File: src/rtl/mem_bus_arbiter.sv
`default_nettype none
// ============================================================================
//  Module      : mem_bus_arbiter
//  Description : Grants the single-ported main memory command port to the
//                icache or dcache (dcache priority, starvation override for
//                the icache), tracks which requester owns each outstanding
//                load tag and routes returning tag/data only to its owner.
//                Optional statistics counters: define MEM_ARB_STATS_EN.
//  Revision    : 1.0 - initial release
// ============================================================================
module mem_bus_arbiter #(
    parameter int XLEN         = 32,
    parameter int N_TAGS       = 16,
    parameter int STARVE_LIMIT = 8,
    localparam int c_TAG_W     = $clog2(N_TAGS)
) (
    input  logic               clock,
    input  logic               reset,
    input  logic [1:0]         icache2arb_command,
    input  logic [XLEN-1:0]    icache2arb_addr,
    input  logic [1:0]         dcache2arb_command,
    input  logic [XLEN-1:0]    dcache2arb_addr,
    input  logic [63:0]        dcache2arb_data,
    input  logic [c_TAG_W-1:0] mem2arb_response,
    input  logic [63:0]        mem2arb_data,
    input  logic [c_TAG_W-1:0] mem2arb_tag,
    output logic [1:0]         arb2mem_command,
    output logic [XLEN-1:0]    arb2mem_addr,
    output logic [63:0]        arb2mem_data,
    output logic [c_TAG_W-1:0] arb2icache_response,
    output logic [c_TAG_W-1:0] arb2icache_tag,
    output logic [63:0]        arb2icache_data,
    output logic [c_TAG_W-1:0] arb2dcache_response,
    output logic [c_TAG_W-1:0] arb2dcache_tag,
    output logic [63:0]        arb2dcache_data,
    output logic               icache_grant,
    output logic [c_TAG_W:0]   outstanding_count,
    output logic               tag_error
`ifdef MEM_ARB_STATS_EN
    ,
    output logic [31:0]        icache_accept_cnt,
    output logic [31:0]        dcache_accept_cnt,
    output logic [31:0]        starve_override_cnt
`endif
);

    localparam logic [1:0] c_BUS_NONE  = 2'd0;
    localparam logic [1:0] c_BUS_LOAD  = 2'd1;
    localparam logic [1:0] c_BUS_STORE = 2'd2;

    localparam int                  c_STARVE_W   = $clog2(STARVE_LIMIT + 1);
    localparam logic [c_STARVE_W-1:0] c_STARVE_MAX = c_STARVE_W'(STARVE_LIMIT);

    // Owner table: bit i of r_valid/r_owner describes tag i; owner 1 = dcache.
    // Entry 0 is never allocated so a zero tag always reads as "no entry".
    logic [N_TAGS-1:0]     r_valid;
    logic [N_TAGS-1:0]     r_owner;
    logic [N_TAGS-1:0]     w_valid_nxt;
    logic [N_TAGS-1:0]     w_owner_nxt;
    logic [c_STARVE_W-1:0] r_starve_cnt;
    logic [c_TAG_W:0]      r_count;
    logic [c_TAG_W:0]      w_pop;
    logic                  r_tag_error;

    logic w_i_req;
    logic w_d_req;
    logic w_starve_flag;
    logic w_grant_i;
    logic w_grant_d;
    logic w_accepted;
    logic w_alloc;
    logic w_ret_hit;
    logic w_ret_miss;
    logic w_overwrite;

    // The icache can only load; a store from it is ignored entirely.
    assign w_i_req       = (icache2arb_command == c_BUS_LOAD);
    assign w_d_req       = (dcache2arb_command == c_BUS_LOAD) ||
                           (dcache2arb_command == c_BUS_STORE);
    assign w_starve_flag = (r_starve_cnt == c_STARVE_MAX);
    assign w_grant_i     = w_i_req && (!w_d_req || w_starve_flag);
    assign w_grant_d     = w_d_req && !w_grant_i;
    assign w_accepted    = (mem2arb_response != '0);

    // Same-cycle command mux: memory sees the winner with no added latency.
    always_comb begin
        arb2mem_command = c_BUS_NONE;
        arb2mem_addr    = '0;
        if (w_grant_i) begin
            arb2mem_command = c_BUS_LOAD;
            arb2mem_addr    = icache2arb_addr;
        end else if (w_grant_d) begin
            arb2mem_command = dcache2arb_command;
            arb2mem_addr    = dcache2arb_addr;
        end
    end

    assign arb2mem_data        = dcache2arb_data;
    assign icache_grant        = w_grant_i;
    assign arb2icache_response = w_grant_i ? mem2arb_response : '0;
    assign arb2dcache_response = w_grant_d ? mem2arb_response : '0;

    // Only accepted loads create ownership; stores never come back.
    assign w_alloc     = w_accepted && (arb2mem_command == c_BUS_LOAD);
    assign w_ret_hit   = (mem2arb_tag != '0) &&  r_valid[mem2arb_tag];
    assign w_ret_miss  = (mem2arb_tag != '0) && !r_valid[mem2arb_tag];
    // Reusing a tag that is retiring in this same cycle is legitimate.
    assign w_overwrite = w_alloc && r_valid[mem2arb_response] &&
                         !(w_ret_hit && (mem2arb_tag == mem2arb_response));

    // Return routing uses the table as it stood before this edge.
    always_comb begin
        arb2icache_tag  = '0;
        arb2icache_data = '0;
        arb2dcache_tag  = '0;
        arb2dcache_data = '0;
        if (w_ret_hit) begin
            if (r_owner[mem2arb_tag]) begin
                arb2dcache_tag  = mem2arb_tag;
                arb2dcache_data = mem2arb_data;
            end else begin
                arb2icache_tag  = mem2arb_tag;
                arb2icache_data = mem2arb_data;
            end
        end
    end

    // Next table contents: retire first, then allocate so allocation wins.
    always_comb begin
        w_valid_nxt = r_valid;
        w_owner_nxt = r_owner;
        if (w_ret_hit) begin
            w_valid_nxt[mem2arb_tag] = 1'b0;
        end
        if (w_alloc) begin
            w_valid_nxt[mem2arb_response] = 1'b1;
            w_owner_nxt[mem2arb_response] = w_grant_d;
        end
        w_valid_nxt[0] = 1'b0;
        w_owner_nxt[0] = 1'b0;
    end

    // Popcount of the next table so the registered count tracks the table.
    always_comb begin
        w_pop = '0;
        for (int i = 1; i < N_TAGS; i++) begin
            w_pop = w_pop + {{c_TAG_W{1'b0}}, w_valid_nxt[i]};
        end
    end

    // Owner table, outstanding count and sticky tag error.
    always_ff @(posedge clock) begin
        if (reset) begin
            r_valid     <= '0;
            r_owner     <= '0;
            r_count     <= '0;
            r_tag_error <= 1'b0;
        end else begin
            r_valid <= w_valid_nxt;
            r_owner <= w_owner_nxt;
            r_count <= w_pop;
            if (w_ret_miss || w_overwrite) begin
                r_tag_error <= 1'b1;
            end
        end
    end

    // Starvation counter: counts denied icache cycles, holds on a rejected
    // grant so a forced grant stays forced until memory takes it.
    always_ff @(posedge clock) begin
        if (reset) begin
            r_starve_cnt <= '0;
        end else if (!w_i_req) begin
            r_starve_cnt <= '0;
        end else if (w_grant_i) begin
            if (w_accepted) begin
                r_starve_cnt <= '0;
            end
        end else if (r_starve_cnt != c_STARVE_MAX) begin
            r_starve_cnt <= r_starve_cnt + 1'b1;
        end
    end

    assign outstanding_count = r_count;
    assign tag_error         = r_tag_error;

`ifdef MEM_ARB_STATS_EN
    logic [31:0] r_i_acc_cnt;
    logic [31:0] r_d_acc_cnt;
    logic [31:0] r_ovr_cnt;

    // Saturating event counters for performance visibility.
    always_ff @(posedge clock) begin
        if (reset) begin
            r_i_acc_cnt <= '0;
            r_d_acc_cnt <= '0;
            r_ovr_cnt   <= '0;
        end else begin
            if (w_grant_i && w_accepted && (r_i_acc_cnt != '1)) begin
                r_i_acc_cnt <= r_i_acc_cnt + 32'd1;
            end
            if (w_grant_d && w_accepted && (r_d_acc_cnt != '1)) begin
                r_d_acc_cnt <= r_d_acc_cnt + 32'd1;
            end
            if (w_starve_flag && w_i_req && w_d_req && (r_ovr_cnt != '1)) begin
                r_ovr_cnt <= r_ovr_cnt + 32'd1;
            end
        end
    end

    assign icache_accept_cnt   = r_i_acc_cnt;
    assign dcache_accept_cnt   = r_d_acc_cnt;
    assign starve_override_cnt = r_ovr_cnt;
`endif

endmodule
`default_nettype wire

File: config.mk
export PLATFORM = sky130hd
export DESIGN_NAME = mem_bus_arbiter
export DESIGN_NICKNAME = d
export VERILOG_FILES = /design/src/rtl/mem_bus_arbiter.sv
export SDC_FILE = /design/constraint.sdc
export NUM_CORES = 1
export LEC_CHECK = 0
export CAP_MARGIN = 20
export CORE_AREA = 4 4 175 177
export DETAILED_ROUTE_END_ITERATION = 10
export DIE_AREA = 0 0 179 181
export PLACE_DENSITY = 0.49
export SETUP_SLACK_MARGIN = 0.2
export SYNTH_ARGS = -nofsm -noshare
export SYNTH_HDL_FRONTEND = slang
export SYNTH_SLANG_ARGS = --single-unit
export TNS_END_PERCENT = 20
File: constraint.sdc
create_clock -name clock -period 12.4 [get_ports clock]
set_clock_uncertainty 0.2 [all_clocks]
set_input_delay 1.24 -clock clock [delete_from_list [all_inputs] [get_ports clock]]
set_output_delay 1.24 -clock clock [all_outputs]
set_load 0.1 [all_outputs]
==> results.sh <==
export IMPL_synth_compound_gate_area_share_pct=13.1
export IMPL_cts_hold_buffers=0
export IMPL_path_max_fanout=67
export IMPL_grt_start_max_net_pins=68
export IMPL_post_route_drc_count=0
export IMPL_synth_common_cells="and2_1 (142), buf_4 (65), dfxtp_1 (39)"
export IMPL_cts_sinks=39
export IMPL_detail_route_wl_per_cell_um=18.8
export IMPL_min_path_cells=2
export IMPL_synth_largest_area_cell="and2_1"
export IMPL_highest_signal_layer="met5"
export IMPL_antenna_cells=0
export IMPL_grt_overflow=0
export IMPL_number_of_violations_reported_at_the_end_of_detailed_routing_iteration_0=203
export IMPL_critical_path_arrival_ns=5.65
export IMPL_cts_root_buffer_cell="clkbuf_16"
export IMPL_initial_utilization_pct=14.6
export IMPL_critical_path_most_common_cell="clkdlybuf4s50_1"
export IMPL_crit_slowest_cell="clkdlybuf4s50_1"
export IMPL_wirelength_met1_um=8830
export IMPL_report_final_setup_viol=0
export IMPL_postCtsSetupBuffers=0
export IMPL_post_route_min_period_ns=7.09
export IMPL_floorplan_core_area_um2=29200
export IMPL_post_synth_cell_area_avg_um2=7.98
export IMPL_ys_flop_type="dfxtp_1"
export IMPL_finalHoldViolations=0
export IMPL_yosys_register_bits=39
export IMPL_drt_pass1_iterations=4
export IMPL_gp_congestion=0.773
export IMPL_antenna_found_initial=0
export IMPL_run_status="completed"
export IMPL_finalMaxSlewViolations=0
export IMPL_combinationalPowerShare_pct=55.3
export IMPL_power_density_nw_per_um2=88.1
export IMPL_critical_path_max_stage_delay_ns=1.17
export IMPL_synth_top_family_by_area="simple AND/OR/NAND/NOR gates"
export IMPL_power_report_internal_total_w=0.000354
export IMPL_detail_route_antenna_nets=0
export IMPL_synth_mux_area_share_pct=10.8
export IMPL_dieWidth_um=179
export IMPL_via_count_of_the_routed_design=4496
export IMPL_grt_pass1_vias=4433
export IMPL_criticalPathCategory="primary input to primary output"
export IMPL_route_met2_wl_um=10800
export IMPL_synth_yosys_seq_area_share_pct=18.3
export IMPL_worstSkewPairLatency_ns=0.29
export IMPL_tritoncts_num_buffers=5
export IMPL_synth_nets=754
export IMPL_dpl_hpwl_um=18400
export IMPL_path_cells="clkdlybuf4s50_1 -> mux2_2 -> a22o_1 -> mux4_2 -> nor3_4 -> buf_4 -> and2_1 -> clkdlybuf4s50_1"
export IMPL_drt_wl_total_um=21800
export IMPL_synth_simple_area_share_pct=33.7
export IMPL_min_path_type="flip-flop to flip-flop"
export IMPL_end_kind="primary output"
export IMPL_layout_nets=989
export IMPL_synth_largest_type_area_fraction_pct=20.9
export IMPL_timing_worst_slew_pin_value_ns=1.06
export IMPL_cp_required_ns=10.96
export IMPL_cts_repair_resized=0
export IMPL_ctsHtreeMaxLevel=2
export IMPL_area_growth_from_synthesis_to_final_layout_pct=79.2
export IMPL_power_static_leakage_nw=2.81
export IMPL_tritoncts="built"
export IMPL_start_kind="primary input"
export IMPL_synth_lib_cells_used_distinct=49
export IMPL_power_frac_clock_pct=25.4
export IMPL_synth_adder_area_share_pct=5.88
export IMPL_dr_wl_met3_um=1830
export IMPL_critPathTopFamily="buffers and inverters"
export IMPL_gr_usage_all_layers_pct=12.4
export IMPL_clk_transition_reported_paths_ns=0.07
export IMPL_yosysMostFrequentCell="and2_1"
export IMPL_maxCapViolCount=0
export IMPL_power_switching_fraction_pct=47.3
export IMPL_die_area_um2=32400
export IMPL_fin_cells=1160
export IMPL_seq_power_share_pct=19.3
export IMPL_postSynthCellCount=534
export IMPL_cts_path_max_buffers=2
export IMPL_synth_async_reset_ratio_pct=0
export IMPL_synth_edff_count=0
export IMPL_grt_first_pass_wirelength_um=30500
export IMPL_die_h_um=181
export IMPL_syn_cell_area_um2=4260
export IMPL_worst_hold_startpoint="r_owner[6]$_SDFFE_PP0P_"
export IMPL_synth_xor_xnor_area_share_pct=1.03
export IMPL_placed_cell_count=1150
export IMPL_post_synth_main_area_contributors="and2_1 (21%), dfxtp_1 (18%), buf_4 (11%)"
export IMPL_rrSetupSlack_ns=6.98
export IMPL_fmax_mhz=141
export IMPL_final_layout_size_suffix_gt1_share_pct=4.29
export IMPL_final_setup_tns_ns=0
export IMPL_vdd_drop_max_uv=51.1
export IMPL_top_level_ports=455
export IMPL_min_to="r_owner[6]$_SDFFE_PP0P_"
export IMPL_startpoint_of_the_most_critical_register_to_register_path="r_starve_cnt[0]$_SDFFE_PP0P_"
export IMPL_rsz0062_at_grt="false"
export IMPL_whs_ns=0.263
export IMPL_power_switching_w=0.000318
export IMPL_max_slew_margin_rel_pct=29.0
export IMPL_buffer_ports_inserted=325
export IMPL_rows=63
export IMPL_buffer_and_inverter_count_on_the_worst_path=3
export IMPL_timing_reg2reg_worst_path_depth=16
export IMPL_ys_warnings_count=0
export IMPL_post_drt_via_cell_ratio=3.88
export IMPL_post_route_period_util_pct=57.2
export IMPL_regToRegEndpoint="outstanding_count[1]$_SDFF_PP0_"
-- power by group through the flow --
| stage | clock network [W] | logic [W] | registers [W] |
|---|---|---|---|
| final | 0.000170 | 0.000372 | 0.000130 |
| after detailed placement | 0 | 0.000373 | 0.000133 |
| after floorplan | 0 | 0.000341 | 0.000143 |
| after global placement | 0 | 0.000371 | 0.000133 |
| after global routing | 0.000178 | 0.000387 | 0.000130 |
| after CTS | 0.000174 | 0.000374 | 0.000130 |
-- worst max-delay path by stage --
stage | start | endpoint | slack (ns) | depth (start not counted)
global route | mem2arb_tag[1] | arb2icache_data[35] | 5.09 | 8
CTS | mem2arb_tag[0] | arb2icache_data[35] | 5.03 | 7
detailed placement | mem2arb_tag[0] | arb2icache_data[35] | 5.03 | 7
global placement | mem2arb_tag[0] | arb2icache_data[35] | 5.06 | 7
floorplan | dcache2arb_command[1] | arb2dcache_response[1] | 6.43 | 5
finish | mem2arb_tag[1] | arb2icache_data[35] | 5.31 | 8
-- cell type report --
type	instances	area, um^2
inverters	13	48.8
multi-input cells	377	2770
clock inverters	2	60.1
clock buffers	6	129
flip-flops and latches	39	781
well taps	390	488
repair buffers	333	3360
fillers	3178	21600
-- sequential cells by signal (all words and copies together), names as in the netlist --
signal and count:
tag_error 1, r_starve_cnt 4, r_valid 15, outstanding_count 4, r_owner 15
-- metal layers --
layer  up-vias  track usage (%)
met5         -             1.70
met4         2             2.18
met3        28             3.37
met2       215             21.4
met1      2059             15.5
li1       2192                -
-- worst reg2reg max path, delay by kind of cell, from the launching register on --
| family | cells | cell delay [ns] |
|---|---|---|
| fa+ha+maj | 7 | 2.97 |
| simple gates | 3 | 0.55 |
| compound gates | 2 | 0.91 |
| buf+inv | 4 | 0.27 |
| flops | 1 | 0.40 |
-- cells by family after synthesis --
kind of cell    count (synthesis)
flops                          39
xor+xnor                        5
fa+ha+maj                      14
buf+inv                       118
compound gates                 74
simple gates                  253
other cells                     1
mux                            30
-- cell usage in the layout, fill, tap and decap left out, types with 2 or more instances in the layout --
cell type	synthesis	routed
mux2_2	2	2
o31ai_1	2	2
nand3_1	8	8
a22o_1	34	34
nor2_1	38	37
mux4_2	10	10
fa_1	10	10
a21oi_1	15	15
buf_12	0	2
dfxtp_1	39	39
o21ai_0	4	4
nand2b_1	6	6
xnor2_1	2	2
and2_1	142	142
mux2i_1	16	16
nor4_1	3	3
a211oi_1	2	2
inv_1	13	13
bufinv_16	0	2
nor3_1	13	13
o211ai_1	2	2
nand2_1	16	16
ha_1	4	4
a21o_1	5	5
and3b_1	3	3
buf_4	65	5
nor2b_1	16	16
or2_2	2	2
clkbuf_16	0	5
mux4_1	2	2
xor2_1	3	3
clkdlybuf4s50_1	0	325
-- metrics by stage --
step	instance area (um^2)	total power, W	worst slack [ns]	utilization (%)
after detailed placement	7400	0.000506	5.03	25.3
after floorplan	4260	0.000483	6.43	-
after global routing	7630	0.000695	5.09	26.1
after global placement	7380	0.000504	5.06	25.2
final	7630	0.000672	5.31	26.1
after CTS	7580	0.000677	5.03	25.9
No activity file was read; power rests on OpenSTA's default activity.
